**config.mk**
```make
export PLATFORM = sky130hd
export DESIGN_NAME = dot_product_scheduler
export DESIGN_NICKNAME = d
export VERILOG_FILES = /design/src/rtl/dot_product_scheduler.sv
export SDC_FILE = /design/constraint.sdc
export NUM_CORES = 1
export LEC_CHECK = 0
export ABC_AREA = 1
export CORE_AREA = 2 2 281 283
export DETAILED_ROUTE_END_ITERATION = 8
export DIE_AREA = 0 0 283 285
export GPL_TIMING_DRIVEN = 0
export PLACE_DENSITY = 0.44
export RECOVER_POWER = 100
export REMOVE_ABC_BUFFERS = 1
export SYNTH_ARGS = -nofsm -noshare
export SYNTH_HDL_FRONTEND = slang
export SYNTH_SLANG_ARGS = --single-unit
```
**constraint.sdc**
```tcl
create_clock -name clk -period 5.06 [get_ports clk]
set_clock_uncertainty 0.05 [all_clocks]
set_input_delay 1.012 -clock clk [delete_from_list [all_inputs] [get_ports clk]]
set_output_delay 1.012 -clock clk [all_outputs]
set_load 0.01 [all_outputs]
```
**src/rtl/dot_product_scheduler.sv**
```systemverilog
// ---------------------------------------------------------------------------
// dot_product_scheduler
//
// Time-shares a single 4-element dot-product engine between NUM_REQ
// requesters. A round-robin arbiter picks one pending requester, latches its
// operands onto the engine bus and releases the engine's restart. When the
// engine reports a valid result, the scheduler returns it to the granted
// requester as a one-cycle response. If the engine stays silent for TIMEOUT
// cycles, an error response is returned instead.
//
// Ports:
//   clk        clock
//   rst        synchronous, active-high reset
//   req        per-requester request, held with operands until granted
//   req_a      operands a, element k of requester i at [(i*4+k)*W +: W]
//   req_b      operands b, same packing as req_a
//   grant      one-hot grant (combinational, IDLE only)
//   resp_v     one-hot, one-cycle response strobe to the served requester
//   resp_data  signed 2W-bit result, held until the next response
//   resp_err   set with resp_v when the response came from a timeout
//   busy       high while an operation is in flight
//   dp_a/dp_b  latched operands to the engine, element k at [k*W +: W]
//   dp_rst     registered engine restart; high holds the engine idle
//   dp_out     engine result
//   dp_out_v   engine result valid
// ---------------------------------------------------------------------------
module dot_product_scheduler #(
  parameter int W       = 16,
  parameter int NUM_REQ = 4,
  parameter int TIMEOUT = 16
) (
  input  logic                   clk,
  input  logic                   rst,
  input  logic [NUM_REQ-1:0]     req,
  input  logic [NUM_REQ*4*W-1:0] req_a,
  input  logic [NUM_REQ*4*W-1:0] req_b,
  output logic [NUM_REQ-1:0]     grant,
  output logic [NUM_REQ-1:0]     resp_v,
  output logic [2*W-1:0]         resp_data,
  output logic                   resp_err,
  output logic                   busy,
  output logic [4*W-1:0]         dp_a,
  output logic [4*W-1:0]         dp_b,
  output logic                   dp_rst,
  input  logic [2*W-1:0]         dp_out,
  input  logic                   dp_out_v
);

  localparam int IDX_W = (NUM_REQ > 1) ? $clog2(NUM_REQ) : 1;
  localparam int CNT_W = $clog2(TIMEOUT + 1);
  localparam logic [CNT_W-1:0] CNT_LAST = CNT_W'(TIMEOUT - 1);
  localparam logic [IDX_W-1:0] IDX_LAST = IDX_W'(NUM_REQ - 1);

  typedef enum logic {
    IDLE = 1'b0,
    RUN  = 1'b1
  } state_t;

  state_t               state_q, state_d;
  logic [IDX_W-1:0]     ptr_q, ptr_d;
  logic [IDX_W-1:0]     winner_idx_q, winner_idx_d;
  logic [CNT_W-1:0]     cnt_q, cnt_d;
  logic [4*W-1:0]       dp_a_q, dp_a_d;
  logic [4*W-1:0]       dp_b_q, dp_b_d;
  logic                 dp_rst_q, dp_rst_d;
  logic [NUM_REQ-1:0]   resp_v_q, resp_v_d;
  logic [2*W-1:0]       resp_data_q, resp_data_d;
  logic                 resp_err_q, resp_err_d;

  // Round-robin search results
  logic                 found;
  logic [IDX_W-1:0]     winner;
  logic [NUM_REQ-1:0]   winner_onehot;
  logic [NUM_REQ-1:0]   served_onehot;
  logic [4*W-1:0]       sel_a;
  logic [4*W-1:0]       sel_b;

  // Search for the first pending request starting at ptr and wrapping to 0.
  // The candidate index is reduced modulo NUM_REQ so non-power-of-two
  // requester counts never select a nonexistent slot.
  always_comb begin
    int               cand;
    logic [IDX_W-1:0] cand_idx;
    found    = 1'b0;
    winner   = '0;
    cand     = 0;
    cand_idx = '0;
    for (int i = 0; i < NUM_REQ; i++) begin
      cand     = (int'(ptr_q) + i) % NUM_REQ;
      cand_idx = IDX_W'(cand);
      if (!found && req[cand_idx]) begin
        found  = 1'b1;
        winner = cand_idx;
      end
    end
  end

  // Decode the winner and the served requester to one-hot vectors, and mux
  // out the winner's operand block with constant part-selects.
  always_comb begin
    winner_onehot = '0;
    served_onehot = '0;
    sel_a         = '0;
    sel_b         = '0;
    for (int i = 0; i < NUM_REQ; i++) begin
      if (winner == IDX_W'(i)) begin
        winner_onehot[i] = 1'b1;
        sel_a            = req_a[i*4*W +: 4*W];
        sel_b            = req_b[i*4*W +: 4*W];
      end
      if (winner_idx_q == IDX_W'(i)) begin
        served_onehot[i] = 1'b1;
      end
    end
  end

  // Grant only exists in IDLE and is suppressed while reset is asserted so a
  // requester never believes it was served by an edge that reset discards.
  always_comb begin
    grant = '0;
    if (state_q == IDLE && !rst && found) begin
      grant = winner_onehot;
    end
  end

  // Next-state and datapath update. Everything holds by default except the
  // response strobe, which is a single-cycle pulse.
  always_comb begin
    state_d      = state_q;
    ptr_d        = ptr_q;
    winner_idx_d = winner_idx_q;
    cnt_d        = cnt_q;
    dp_a_d       = dp_a_q;
    dp_b_d       = dp_b_q;
    dp_rst_d     = dp_rst_q;
    resp_v_d     = '0;
    resp_data_d  = resp_data_q;
    resp_err_d   = resp_err_q;

    case (state_q)
      IDLE: begin
        dp_rst_d = 1'b1;
        if (found) begin
          dp_a_d       = sel_a;
          dp_b_d       = sel_b;
          winner_idx_d = winner;
          ptr_d        = (winner == IDX_LAST) ? '0 : winner + IDX_W'(1);
          dp_rst_d     = 1'b0;
          cnt_d        = '0;
          state_d      = RUN;
        end
      end
      RUN: begin
        cnt_d = cnt_q + CNT_W'(1);
        // A real result wins over a timeout landing in the same cycle.
        if (dp_out_v) begin
          resp_data_d = dp_out;
          resp_err_d  = 1'b0;
          resp_v_d    = served_onehot;
          dp_rst_d    = 1'b1;
          state_d     = IDLE;
        end else if (cnt_q == CNT_LAST) begin
          resp_data_d = '0;
          resp_err_d  = 1'b1;
          resp_v_d    = served_onehot;
          dp_rst_d    = 1'b1;
          state_d     = IDLE;
        end
      end
      default: begin
        state_d  = IDLE;
        dp_rst_d = 1'b1;
      end
    endcase
  end

  // State register. Reset discards any in-flight operation without a
  // response and parks the engine in restart.
  always_ff @(posedge clk) begin
    if (rst) begin
      state_q      <= IDLE;
      ptr_q        <= '0;
      winner_idx_q <= '0;
      cnt_q        <= '0;
      dp_a_q       <= '0;
      dp_b_q       <= '0;
      dp_rst_q     <= 1'b1;
      resp_v_q     <= '0;
      resp_data_q  <= '0;
      resp_err_q   <= 1'b0;
    end else begin
      state_q      <= state_d;
      ptr_q        <= ptr_d;
      winner_idx_q <= winner_idx_d;
      cnt_q        <= cnt_d;
      dp_a_q       <= dp_a_d;
      dp_b_q       <= dp_b_d;
      dp_rst_q     <= dp_rst_d;
      resp_v_q     <= resp_v_d;
      resp_data_q  <= resp_data_d;
      resp_err_q   <= resp_err_d;
    end
  end

  assign busy      = (state_q == RUN);
  assign dp_a      = dp_a_q;
  assign dp_b      = dp_b_q;
  assign dp_rst    = dp_rst_q;
  assign resp_v    = resp_v_q;
  assign resp_data = resp_data_q;
  assign resp_err  = resp_err_q;

endmodule

```
Word level (Yosys, flattened, before mapping). Index checks and enable logic that the tools add are counted.

Flip-flop bits (word level): 176. Bits of input ports: 551. Output and inout port bits: 171. Word-level logic and storage cells: 93.

$add $sub $neg: 5. Magnitude comparators: 4. Equal/unequal tests: 9. Mux-type cells: 49. Bitwise operators: 1. Reduce and logical (&&, ||, !) cells: 15.

Operators by type and width (count): $mux 64 (8); $mux 32 (2); $mux 1 (23); $lt 2x3->1 const B (4); $mux 4 (3); $mux 2 (5); $pmux 5 s2 (1); $bmux 1 s2 (4); $eq 2x2->1 const B (4); $add 5x1->5 const B (1); $eq 5x4->1 const B (1); $logic_and 1x1->1 (5); $mux 5 (1); $add 2x1->2 const B (2); $add 2x2->2 const B (2); $eq 2x1->1 const B (2); $logic_not 1->1 (4); $logic_not 2->1 (2); $pmux 1 s2 (2); $reduce_and 2->1 (2); $ne 3x2->1 const B (1); $ne 2x2->1 const B (1); $reduce_bool 2->1 (1); $reduce_or 2->1 (1); $not 1->1 (1).

Longest topological paths before layout.
Depth after elaboration: 17. Gate-level depth with buffers: 23. Depth with buffers taken out: 20.

Worst setup path after synthesis. OpenSTA, ideal clock, no wires.

Kind: input port to output port. Start point: in req[3]. End point: out grant[3]. Data arrival time: 2965 ps. Data required time: 3998 ps. Setup slack: 1033 ps. Stages: 15. Path buffers: 3. Path through: inv_1 -> nand2_1 -> nand3_1 -> nand2_2 -> nor2_4 -> nand3_1 -> nand3_1 -> nand2_1 -> inv_1 -> ha_1 -> clkbuf_1 -> clkbuf_1 -> clkbuf_1 -> inv_1 -> nor2_1.

Longest elaborated chain between the ends: 15. Elaborated cells between the ends (all ways): 26. Classes of those cells: 1 x eq/ne; 18 x mux; 7 x reduce/logical.

Ends and longest elaborated chain: start: declaration (line 34) `input logic [NUM_REQ-1:0] req,`; $bmux 1 s2 (line 91) `if (!found && req[cand_idx]) begin`; $mux 1 (implied by the code) (line 91); $mux 1 (line 91); $logic_not 1->1 (line 91); $logic_and 1x1->1 (line 91); $mux 1 (line 91); $logic_not 1->1 (line 91); $logic_and 1x1->1 (line 91); $mux 1 (line 91); $logic_not 1->1 (line 91); $logic_and 1x1->1 (line 91); $mux 2 * (line 91); named net winner[1] (line 72) `logic [IDX_W-1:0] winner;`; $eq 2x2->1 * (line 106) `if (winner == IDX_W'(i)) begin`; $mux 1 * (line 106); $mux 4 * (line 121) `if (state_q == IDLE && !rst && found) begin`; end: declaration (line 37) `output logic [NUM_REQ-1:0] grant,`.

Mark *: on every way through the listed nets, which the timed path passes. The rest lies on a longest branch. The select of a mux whose other input is x is not followed.

Worst setup path after layout.
Start point: in req[3]. End point: out grant[2].

The elaborated chain is that of the path after synthesis.

==> parameters.txt <==
Parameter                              Value

Power and ir drop
  Pwr Total    11.5 mW
  LEAKAGE    8.01 nW
  Pwr Density    between 600 and 700 nW/um^2
  Worst voltage drop across the vdd grid    580 uV

Timing
  Setup Viol. Count Final    0
  Unrepaired setup endpoints after global routing    true
  Setup ws final    0.193 ns
  Final hold violation count    0
  Max Clock Freq    205 MHz
  Final hold slack    0.411 ns
  Pin slew with the least headroom to its limit    roughly 2.5 ns
  Pins Over Slew Limit    190
  Final critical delay including setup and external delays    4.87 ns
  Ratio of final minimum period to clock period    96.2%
  Slew HR    -65.0%

Detailed routing
  First DRT Iteration DRCs    502
  Remaining DRCs    0
  Total vias in the final route    ~13000
  Residual antenna-violating net count after detailed routing    0
  Routed len/inst    roughly 17 um
  Router iterations before antenna repair    5
  Via density per instance    4.04
  Sum of routed wire length over all layers    a little under 60 mm

Clocking
  Clock tree from TritonCTS    yes
  Library cell used as clock root buffer    sky130_fd_sc_hd__clkbuf_16
  CTS buffer count    17
  Post-CTS Hold Buffers    0
  Number of sinks on the clock net    176
  Clock latency on the worst-skew pair    0.47 ns
  CTS clock-pin slew for the worst setup and hold paths    0.07 ns
  Htree depth    4
  Max Buffers Root-to-Sink    2

Floorplan
  Starting Density    13.0%
  Area of the core    78000 um^2
  Die outline area    80700 um^2
  Number of rows in the core area    103
  Count of pins on the block boundary    around 720
  DIE HEIGHT    285 um
  Chip width    283 um

Run status
  Failing checks    max-capacitance violations, max-slew violations
  Outcome    complete, but fails checks

Layout
  Area grow syn2layout    88.4%
  Final cell area excluding filler cells    19100 um^2
  Antenna diodes    0
  Filler cell count    a little under 9000
  Sequential cell area    3520 um^2
  Number of nets in the layout    2825
  Fraction of final layout cells with drive strength greater than 1    between 3 and 4%
  Post-layout instance count excluding filler cells    3331
  Area of the multi-input gates    5910 um^2

GRT
  Largest net degree at the start of global routing    100
  Number of antenna violations at the first check in global routing    1
  GRT Util Overall    13.5%
  Vias in the first global route    13700
  GRT overflow    0
  Global-route wire length before repair    ~84 mm

Placement
  Detailed Place HPWL    around 42 mm
  DP Cell Count    roughly 3300
  Final weighted congestion in routability-driven placement    roughly 0.91
  Count of input and output buffers    721
  Worst setup timing slack at the placement stage    -0.757 ns
  Cell area after placement    18400 um^2

Setup path
  Largest incremental delay on the critical path    0.49 ns
  Slowest stage cell, crit path    sky130_fd_sc_hd__clkdlybuf4s50_1
  Class of the most critical setup path    input pin to output pin
  Signal arrival time at the worst endpoint    around 3.8 ns
  Startpoint kind of the worst setup timing path    input pin
  CP required    4.00 ns
  Cells along the critical path    clkdlybuf4s50_1 > inv_1 > nand2_1 > nand3_1 > nand2_2 > inv_1 > nand3_1 > nor2_2 > nor2_2 > inv_1 > ha_4 > buf_16 > inv_8 > nor2_1 > clkdlybuf4s50_1
  Max Fanout on Critical Path    54
  Endpoint kind of the worst setup timing path    output pin
  Register-to-register setup slack    between 0.7 and 0.8 ns
  Most frequent CP cell    sky130_fd_sc_hd__inv_1

Synth
  Ys flop type    sky130_fd_sc_hd__dfxtp_1
  Ys Warns    0
  Synthesized area    10100 um^2
  Yosys cell types    24
  Average footprint of a synthesized cell    6.16 um^2
  Number of enable-type register cells in the synthesized netlist    0
  Gate Count Post-Synth    1645
  Sequential-to-total area share from yosys stat    34.8%
  Flip-flop and latch count after synthesis    roughly 180
  Proportion of synthesized flip-flops having asynchronous set or reset    0%

Min path
  Kind of path behind the tightest hold check    flip-flop to flip-flop

Flow run
  Number of max-cap violations    4
cell families after synthesis:
| kind of cell | count (synthesis) | synth area share [%] |
|---|---|---|
| AND/OR/NAND/NOR | 876 | 34.6 |
| adder cells (fa/ha/maj) | 6 | 0.741 |
| AO/OA/AOI/OAI | 424 | 22.5 |
| buffers and inverters | 163 | 7.38 |
| flip-flops | 176 | 34.8 |
stage by stage:
stage | utilization, % | setup TNS (ns)
after floorplan | - | -405.32
after global placement | 23.1 | -1585.68
after detailed placement | 23.6 | -6.31
after CTS | 24.5 | 0
after global routing | 24.5 | -0.00773
final | 24.5 | 0
routing by layer:
metal | track usage (%) | up-vias | routed length, um
li1 | - | 6709 | -
met1 | 14.8 | 6201 | 23200
met2 | 24.9 | 503 | 29700
met3 | 3.68 | 48 | 3810
met4 | 4.15 | 0 | 1120
met5 | 0 | - | 0
worst paths after layout:
path,from,end,depth (start not counted)
max,req[3],grant[2],15
min,dp_a[25],dp_a[25],2
max reg2reg,ptr_q[0],dp_a[59],20
min reg2reg,dp_a[25],dp_a[25],2
cell usage after synthesis (2+ instances only):
master	number	area share (%)
sky130_fd_sc_hd__nor3_1	2	0.099
sky130_fd_sc_hd__inv_1	22	0.82
sky130_fd_sc_hd__ha_1	6	0.74
sky130_fd_sc_hd__nor4_1	4	0.25
sky130_fd_sc_hd__nand2_1	704	26
sky130_fd_sc_hd__a32o_1	32	3.2
sky130_fd_sc_hd__o21ai_0	260	13
sky130_fd_sc_hd__inv_2	2	0.074
sky130_fd_sc_hd__clkbuf_1	95	3.5
sky130_fd_sc_hd__buf_6	12	1.3
sky130_fd_sc_hd__buf_1	10	0.37
sky130_fd_sc_hd__a21oi_1	130	6.4
sky130_fd_sc_hd__nor2_1	19	0.70
sky130_fd_sc_hd__dfxtp_1	176	35
sky130_fd_sc_hd__nand3_1	140	6.9
sky130_fd_sc_hd__buf_4	7	0.52
sky130_fd_sc_hd__nand2_2	4	0.25
sky130_fd_sc_hd__buf_2	14	0.69
state kept, by name, summed over array words and instances, names as in the netlist:
register / flops
cnt_q: 5
ptr_q: 2
dp_rst: 1
dp_b: 64
resp_v: 4
winner_idx_q: 2
resp_data: 32
busy: 1
dp_a: 64
resp_err: 1
timing repair:
| action | in CTS | in global routing |
|---|---|---|
| pin swaps | 1 | 2 |
| setup endpoints to repair | 2 | 3 |
| gates cloned | 0 | 2 |
| setup buffers | 4 | 2 |
| resized for setup | 3 | 3 |
critical path, delay by kind of cell:
kind                     cells  cell delay [ns]
adder cells (fa/ha/maj)      1             0.20
AND/OR/NAND/NOR              7             0.83
buffers and inverters        7             1.67
where the power goes:
group / switching, mW / leakage, nW / internal, mW
sequential: 0.148 / 1.44 / 1.70
clock: 0.698 / 0.290 / 0.705
combinational: 5.22 / 6.28 / 2.99
total: 6.07 / 8.01 / 5.40
cell usage in the layout, fill, tap and decap left out, types with 7 or more instances in the layout:
| master | count |
|---|---|
| sky130_fd_sc_hd__clkbuf_16 | 19 |
| sky130_fd_sc_hd__nand2_1 | 705 |
| sky130_fd_sc_hd__a21oi_1 | 130 |
| sky130_fd_sc_hd__nor2_1 | 15 |
| sky130_fd_sc_hd__a32o_1 | 32 |
| sky130_fd_sc_hd__buf_16 | 7 |
| sky130_fd_sc_hd__nand3_1 | 140 |
| sky130_fd_sc_hd__o21ai_0 | 259 |
| sky130_fd_sc_hd__inv_1 | 20 |
| sky130_fd_sc_hd__inv_6 | 8 |
| sky130_fd_sc_hd__dlygate4sd3_1 | 165 |
| sky130_fd_sc_hd__dfxtp_1 | 176 |
| sky130_fd_sc_hd__clkdlybuf4s50_1 | 555 |
| sky130_fd_sc_hd__buf_12 | 7 |
final cells by class:
cell class	count	share of cell area (%)
repair buffers	742	40.1
multi-input cells	1306	31.0
inverters	25	0.570
well taps	1050	6.88
clock buffers	17	2.23
clock inverters	15	0.839
flip-flops and latches	176	18.5
Note: power is estimated with default switching activity, not from simulation.
